[config.mk]
export PLATFORM = sky130hd
export DESIGN_NAME = audio_interp_stereo
export DESIGN_NICKNAME = d
export VERILOG_FILES = /design/src/rtl/audio_interp_stereo.sv
export SDC_FILE = /design/constraint.sdc
export NUM_CORES = 1
export LEC_CHECK = 0
export CAP_MARGIN = 20
export CORE_MARGIN = 10
export CORE_UTILIZATION = 54
export DETAILED_ROUTE_END_ITERATION = 10
export GPL_TIMING_DRIVEN = 0
export PLACE_DENSITY_LB_ADDON = 0.3
export SLEW_MARGIN = 20
export SYNTH_ARGS = -nofsm -noshare
export SYNTH_HDL_FRONTEND = slang
export SYNTH_SLANG_ARGS = --single-unit
export TNS_END_PERCENT = 5
[constraint.sdc]
create_clock -name clk -period 21.2 [get_ports clk]
set_input_delay 3.18 -clock clk [delete_from_list [all_inputs] [get_ports clk]]
set_output_delay 3.18 -clock clk [all_outputs]
set_load 0.1 [all_outputs]
[src/rtl/audio_interp_stereo.sv]
`default_nettype none
// ============================================================================
//  Module      : audio_interp_stereo
//  Description : Stereo sample-rate expander: FIFO-buffered linear
//                interpolation to offset-binary DAC codes, idle silence ramp.
//  Revision    : 1.0 - initial release
// ============================================================================
module audio_interp_stereo #(
    parameter int PERIOD_LOG2    = 9,
    parameter int FIFO_LOG2      = 2,
    parameter int UNDERRUN_LIMIT = 4
) (
    input  logic        clk,
    input  logic        reset,
    input  logic [15:0] in_l,
    input  logic [15:0] in_r,
    input  logic        in_valid,
    output logic        in_ready,
    output logic [15:0] d_l,
    output logic [15:0] d_r,
    output logic        sample_tick,
    output logic        underrun
);
    localparam int SW = $clog2(UNDERRUN_LIMIT + 1);
    localparam int DEPTH = 1 << FIFO_LOG2;
    localparam logic [FIFO_LOG2:0] C_FULL_COUNT = {1'b1, {FIFO_LOG2{1'b0}}};
    localparam logic [FIFO_LOG2:0] C_ONE        = {{FIFO_LOG2{1'b0}}, 1'b1};
    localparam logic [SW-1:0]      C_STARVE_LAST = SW'(UNDERRUN_LIMIT - 1);

    typedef enum logic [0:0] {
        ST_IDLE = 1'b0,
        ST_RUN  = 1'b1
    } state_t;

    logic [31:0]            mem_q [DEPTH];
    logic [FIFO_LOG2-1:0]   wr_ptr_q, wr_ptr_d, rd_ptr_q, rd_ptr_d;
    logic [FIFO_LOG2:0]     count_q, count_d;
    logic [PERIOD_LOG2-1:0] phase_q, phase_d;
    state_t                 state_q, state_d;
    logic [SW-1:0]          starve_q, starve_d;
    logic [15:0]            prev_q [2];
    logic [15:0]            prev_d [2];
    logic [15:0]            cur_q  [2];
    logic [15:0]            cur_d  [2];
    logic [15:0]            dout_q [2];
    logic [15:0]            dout_d [2];
    logic                   tick_pend_q, tick_pend_d;
    logic                   sample_tick_q, sample_tick_d;
    logic                   underrun_q, underrun_d;

    logic                   w_wrap;
    logic                   w_push;
    logic [1:0]             w_pop_cnt;
    logic [FIFO_LOG2-1:0]   w_rd_ptr_nx;
    logic [31:0]            w_head;
    logic [31:0]            w_head1;

    assign in_ready    = (count_q != C_FULL_COUNT);
    assign w_push      = in_valid & in_ready;
    assign w_wrap      = &phase_q;
    assign w_rd_ptr_nx = rd_ptr_q + 1'b1;
    assign w_head      = mem_q[rd_ptr_q];
    assign w_head1     = mem_q[w_rd_ptr_nx];

    // Storage has no reset; only pointers and count define its contents.
    always_ff @(posedge clk) begin
        if (w_push) begin
            mem_q[wr_ptr_q] <= {in_l, in_r};
        end
    end

    always_comb begin
        state_d    = state_q;
        starve_d   = starve_q;
        prev_d     = prev_q;
        cur_d      = cur_q;
        w_pop_cnt  = 2'd0;
        underrun_d = 1'b0;
        if (w_wrap) begin
            if (state_q == ST_IDLE) begin
                if (count_q > C_ONE) begin
                    prev_d[0] = w_head[31:16];
                    prev_d[1] = w_head[15:0];
                    cur_d[0]  = w_head1[31:16];
                    cur_d[1]  = w_head1[15:0];
                    w_pop_cnt = 2'd2;
                    starve_d  = '0;
                    state_d   = ST_RUN;
                end else begin
                    prev_d   = cur_q;
                    cur_d[0] = '0;
                    cur_d[1] = '0;
                end
            end else begin
                prev_d = cur_q;
                if (count_q != '0) begin
                    cur_d[0]  = w_head[31:16];
                    cur_d[1]  = w_head[15:0];
                    w_pop_cnt = 2'd1;
                    starve_d  = '0;
                end else begin
                    underrun_d = 1'b1;
                    if (starve_q == C_STARVE_LAST) begin
                        cur_d[0] = '0;
                        cur_d[1] = '0;
                        starve_d = '0;
                        state_d  = ST_IDLE;
                    end else begin
                        starve_d = starve_q + 1'b1;
                    end
                end
            end
        end
        count_d       = count_q + (FIFO_LOG2 + 1)'(w_push) - (FIFO_LOG2 + 1)'(w_pop_cnt);
        wr_ptr_d      = wr_ptr_q + FIFO_LOG2'(w_push);
        rd_ptr_d      = rd_ptr_q + FIFO_LOG2'(w_pop_cnt);
        phase_d       = phase_q + 1'b1;
        tick_pend_d   = w_wrap;
        sample_tick_d = tick_pend_q;
    end

    // Per-channel interpolation; the result always lies between prev and cur,
    // so the low 16 bits of the sum are exact.
    for (genvar ch = 0; ch < 2; ch++) begin : g_ch
        logic signed [16:0]             w_diff;
        logic signed [16+PERIOD_LOG2:0] w_prod;
        logic signed [16+PERIOD_LOG2:0] w_step;
        logic                           w_unused;

        assign w_diff   = {cur_q[ch][15], cur_q[ch]} - {prev_q[ch][15], prev_q[ch]};
        assign w_prod   = $signed({{PERIOD_LOG2{w_diff[16]}}, w_diff})
                        * $signed({17'b0, phase_q});
        assign w_step   = w_prod >>> PERIOD_LOG2;
        assign w_unused = ^w_step[16+PERIOD_LOG2:16];
        assign dout_d[ch] = (prev_q[ch] + w_step[15:0]) ^ 16'h8000;
    end

    always_ff @(posedge clk or posedge reset) begin
        if (reset) begin
            count_q       <= '0;
            wr_ptr_q      <= '0;
            rd_ptr_q      <= '0;
            phase_q       <= '0;
            state_q       <= ST_IDLE;
            starve_q      <= '0;
            for (int ch = 0; ch < 2; ch++) begin
                prev_q[ch] <= '0;
                cur_q[ch]  <= '0;
                dout_q[ch] <= 16'h8000;
            end
            tick_pend_q   <= 1'b0;
            sample_tick_q <= 1'b0;
            underrun_q    <= 1'b0;
        end else begin
            count_q       <= count_d;
            wr_ptr_q      <= wr_ptr_d;
            rd_ptr_q      <= rd_ptr_d;
            phase_q       <= phase_d;
            state_q       <= state_d;
            starve_q      <= starve_d;
            prev_q        <= prev_d;
            cur_q         <= cur_d;
            dout_q        <= dout_d;
            tick_pend_q   <= tick_pend_d;
            sample_tick_q <= sample_tick_d;
            underrun_q    <= underrun_d;
        end
    end

    assign d_l         = dout_q[0];
    assign d_r         = dout_q[1];
    assign sample_tick = sample_tick_q;
    assign underrun    = underrun_q;

endmodule
`default_nettype wire
==> impl_table.tex <==
\begin{tabular}{lr}
\hline
Metric & Value \\
\hline
\multicolumn{2}{l}{\textbf{Critical path}} \\
\quad Required time worst endpoint & 21.66 ns \\
\quad Beginning of the worst register-to-register path & prev\_q[1] \\
\quad Critical path's most frequent cell & fa\_1 \\
\quad Worst path max stage delay & 0.76 ns \\
\quad Cell with the biggest individual delay on the critical path & xnor2\_1 \\
\quad CP Capture Type & flop \\
\quad Data arrival time at the worst-slack endpoint & 9.96 ns \\
\quad Worst setup path startpoint & prev\_q[1] \\
\quad Cell depth of the worst flop-to-flop path & 34 \\
\quad Setup crit start kind & flop \\
\quad Category of the most critical setup path & reg -> reg \\
\quad Maximum fanout encountered on the critical timing path & 9 \\
\quad Reg-to-reg critical path endpoint & d\_r[12] \\
\quad Capturing instance or port of the critical path & d\_r[12] \\
\quad Worst R2R Setup Slack & 11.70 ns \\
\multicolumn{2}{l}{\textbf{Timing}} \\
\quad Headroom to the max-slew limit & around 18\% \\
\quad Final slew viol count & 0 \\
\quad Worst-Margin Slew & 1.226 ns \\
\quad Setup repair after global routing missed its margin & no \\
\quad Final period util & 44.80\% \\
\quad Final-report hold violation count & 0 \\
\quad Total negative slack for setup checks & 0 ns \\
\quad Final critical path time including I/O delays and setup & 9.497 ns \\
\quad Max Clock Skew & 0.03926 ns \\
\quad Highest attainable clock frequency & 105.3 MHz \\
\quad Final setup violation count & 0 \\
\multicolumn{2}{l}{\textbf{CTS}} \\
\quad Clock tree from TritonCTS & done \\
\quad Buffers inserted during post-CTS setup optimization & 0 \\
\quad Post-CTS resize count & 0 \\
\quad Depth of the CTS H-tree & 1 \\
\quad Source-to-sink clock delay at the later pin of the worst-skew pair & 0.57 ns \\
\quad CTS root buf & clkbuf\_16 \\
\quad Cts hold-fix bufs & 0 \\
\quad Number of sinks on the clock net & 247 \\
\quad CTS Buf Count & 26 \\
\quad CTS clock-pin slew for the worst setup and hold paths & 0.07 ns \\
\quad Deepest clock path buffer count & 3 \\
\multicolumn{2}{l}{\textbf{Power}} \\
\quad Cell Pwr Density & 48.06 mW/mm² \\
\quad Peak supply drop & about 82 µV \\
\quad Total power draw & 1.258 mW \\
\quad Leakage Power & 12.28 nW \\
\multicolumn{2}{l}{\textbf{Finish}} \\
\quad Number of antenna repair diodes & 0 \\
\quad Sequential Area & between 0.006 and 0.007 mm² \\
\quad Growth of design area from synthesis to finish & 10.43\% \\
\quad Area used by multi-input combinational logic & 0.01524 mm² \\
\quad Fillers & roughly 3500 \\
\quad Net total in the final layout & 2847 \\
\quad Fraction of layout cells with a size suffix above 1 & about 6.6\% \\
\multicolumn{2}{l}{\textbf{Global route}} \\
\quad Maximum number of pins on one net before global-route repair & 63 \\
\quad Vias in the first global route & roughly 18000 \\
\quad First-pass GRT wire length & 94870 µm \\
\quad Number of antenna violations at the first check in global routing & 1 \\
\quad Total Routing Usage GR & between 20\% and 30\% \\
\quad Congestion Overflow GR & 0 \\
\multicolumn{2}{l}{\textbf{Floorplan}} \\
\quad Die height & 229.5 µm \\
\quad Die Footprint & approximately 0.053 mm² \\
\quad Count of boundary I/O pins & 70 \\
\quad Area inside the core boundary & 0.04327 mm² \\
\quad Count of standard-cell rows & 76 \\
\quad Horizontal extent of the die & 229.5 µm \\
\quad Starting utilization of the core area & 54.80\% \\
\multicolumn{2}{l}{\textbf{Route}} \\
\quad Antenna viol nets, final & 0 \\
\quad Number of design rule violations left after detail routing & 0 \\
\quad Total detailed-routing wirelength & about 57000 µm \\
\quad Vias after detailed routing & 16930 \\
\quad WL/cell & between 15 and 20 µm \\
\quad Router iterations before antenna repair & 7 \\
\quad Number of vias per cell after detailed routing & around 5.7 \\
\quad Initial DRC Count & 943 \\
\multicolumn{2}{l}{\textbf{Synthesis}} \\
\quad Cell type with the largest total area after synthesis & fa\_1 \\
\quad Synth Warn \# & 0 \\
\quad Top-area cell type share of the netlist area & between 20\% and 30\% \\
\quad Top post-synthesis cells by area & fa\_1 21\%, edfxtp\_1 16\%, dfrtp\_1 12\% \\
\quad Most used DFF post-synth & edfxtp\_1 \\
\quad Count leader, synth & inv\_1 \\
\quad Post-synthesis cell type count & 70 \\
\quad Syn\_nets & 2739 \\
\quad Syn Inst Count & 2279 \\
\quad Top post-synthesis cells by count & 338 x inv\_1, 247 x fa\_1, 185 x nand2\_1 \\
\quad Proportion of synthesized chip area in sequential cells & 28.78\% \\
\quad Async S/R FF share, synth & 48.18\% \\
\quad Avg Inst Size Synth & 10.40 µm² \\
\quad Cell area after technology mapping & 0.02371 mm² \\
\quad Number of synthesized flops with an enable pin & 128 \\
\quad Register bit count reported by yosys & 247 \\
\multicolumn{2}{l}{\textbf{Run status}} \\
\quad Outcome & complete, no violations \\
\multicolumn{2}{l}{\textbf{Placed design}} \\
\quad Detailed placer's ending HPWL & 45980 µm \\
\quad Placer congestion estimate & 0.9209 \\
\quad Buffers added on ports & about 70 \\
\multicolumn{2}{l}{\textbf{Job}} \\
\quad Max-capacitance violation count & 0 \\
\multicolumn{2}{l}{\textbf{Worst hold path}} \\
\quad Worst hold path cell count & 0 \\
\quad Class of the most critical hold timing path & reg -> reg \\
\hline
\end{tabular}
-- logic make-up (layout without fill, tap and decap cells) --
kind of cell               count (synthesis)  after routing  share of synthesized area [%]
AOI/OAI and AO/OA                        302            302                          8.644
xor gates and xnor gates                  99             99                          3.773
adders and majority gates                425            425                          30.25
buffers and inverters                    437            565                          7.029
DFF                                      247            247                          28.78
muxes                                     97             97                          7.478
and+or+nand+nor                          672            672                          14.05
-- power by group --
group          switching [mW]  internal [mW]  leakage (nW)
logic                   0.109         0.0846          9.04
registers              0.0259          0.567          2.80
clock network           0.194          0.277         0.438
-- worst max-delay path: cells and delay by family (launching register included) --
family / cells / cell delay [ns]
buf+inv: 4 / 0.23
compound gates: 13 / 2.89
flops: 1 / 0.54
simple gates: 5 / 0.90
fa+ha+maj: 9 / 3.73
xor+xnor: 3 / 1.09
-- worst min path at each step --
stage                  start  slack (ns)           to
4_1_cts        sample_tick_d        0.34  sample_tick
3_5_place_dp   sample_tick_d        0.35  sample_tick
3_3_place_gp   sample_tick_d        0.34  sample_tick
2_1_floorplan  sample_tick_d        0.33  sample_tick
6_report       sample_tick_d        0.33  sample_tick
5_1_grt        sample_tick_d        0.36  sample_tick
-- per-layer routing --
layer  wire length [µm]  vias up  GRT usage [%]
met2              29260      443          39.29
met3               2566       79          2.299
met1              23800     8548          28.32
met5                  0        -              0
li1                   -     7858              -
met4               1184        0          5.111
-- state kept, by name, summed over array words and instances (netlist names) --
name,count
phase_q,9
cur_q,32
rd_ptr_q,2
d_r,16
wr_ptr_q,2
count_q,3
prev_q,32
sample_tick,1
state_q,1
sample_tick_d,1
starve_q,3
underrun,1
d_l,16
mem_q,128
-- cell type report --
class	count	share of cell area (%)
Buffer	99	1.520
Clock buffer	33	2.729
Clock inverter	15	0.6929
Sequential cell	247	26.06
Tap cell	585	2.795
Inverter	338	4.865
Timing Repair Buffer	80	3.120
Multi-Input combinational cell	1595	58.22
-- metrics by stage --
step	util [%]	hold WS (ns)	area, µm²	worst slack [ns]	instances
6_report	60.52	0.3350	26180	11.70	2992
5_1_grt	60.52	0.3568	26180	11.04	2992
4_1_cts	60.50	0.3364	26180	11.79	2992
3_5_place_dp	58.43	0.3457	25280	11.84	2944
3_3_place_gp	58.09	0.3375	25130	11.96	2933
2_1_floorplan	-	0.3312	23710	13.16	2279
-- cell usage in the layout (no fill, tap or decap), types with 27 or more instances in the layout --
master           count
inv_1              337
fa_1               247
nand2_1            185
ha_1               178
nor2_1             142
and2_1             128
edfxtp_1           128
dfrtp_1            117
a21oi_1            107
clkbuf_1            80
xnor2_1             69
clkdlybuf4s50_1     69
mux4_2              64
nand3_1             51
nor2b_1             43
a22oi_1             32
mux2i_1             32
o21ai_0             28
nand2b_1            27
xor2_1              27
Note: power is estimated with default switching activity, not from simulation.
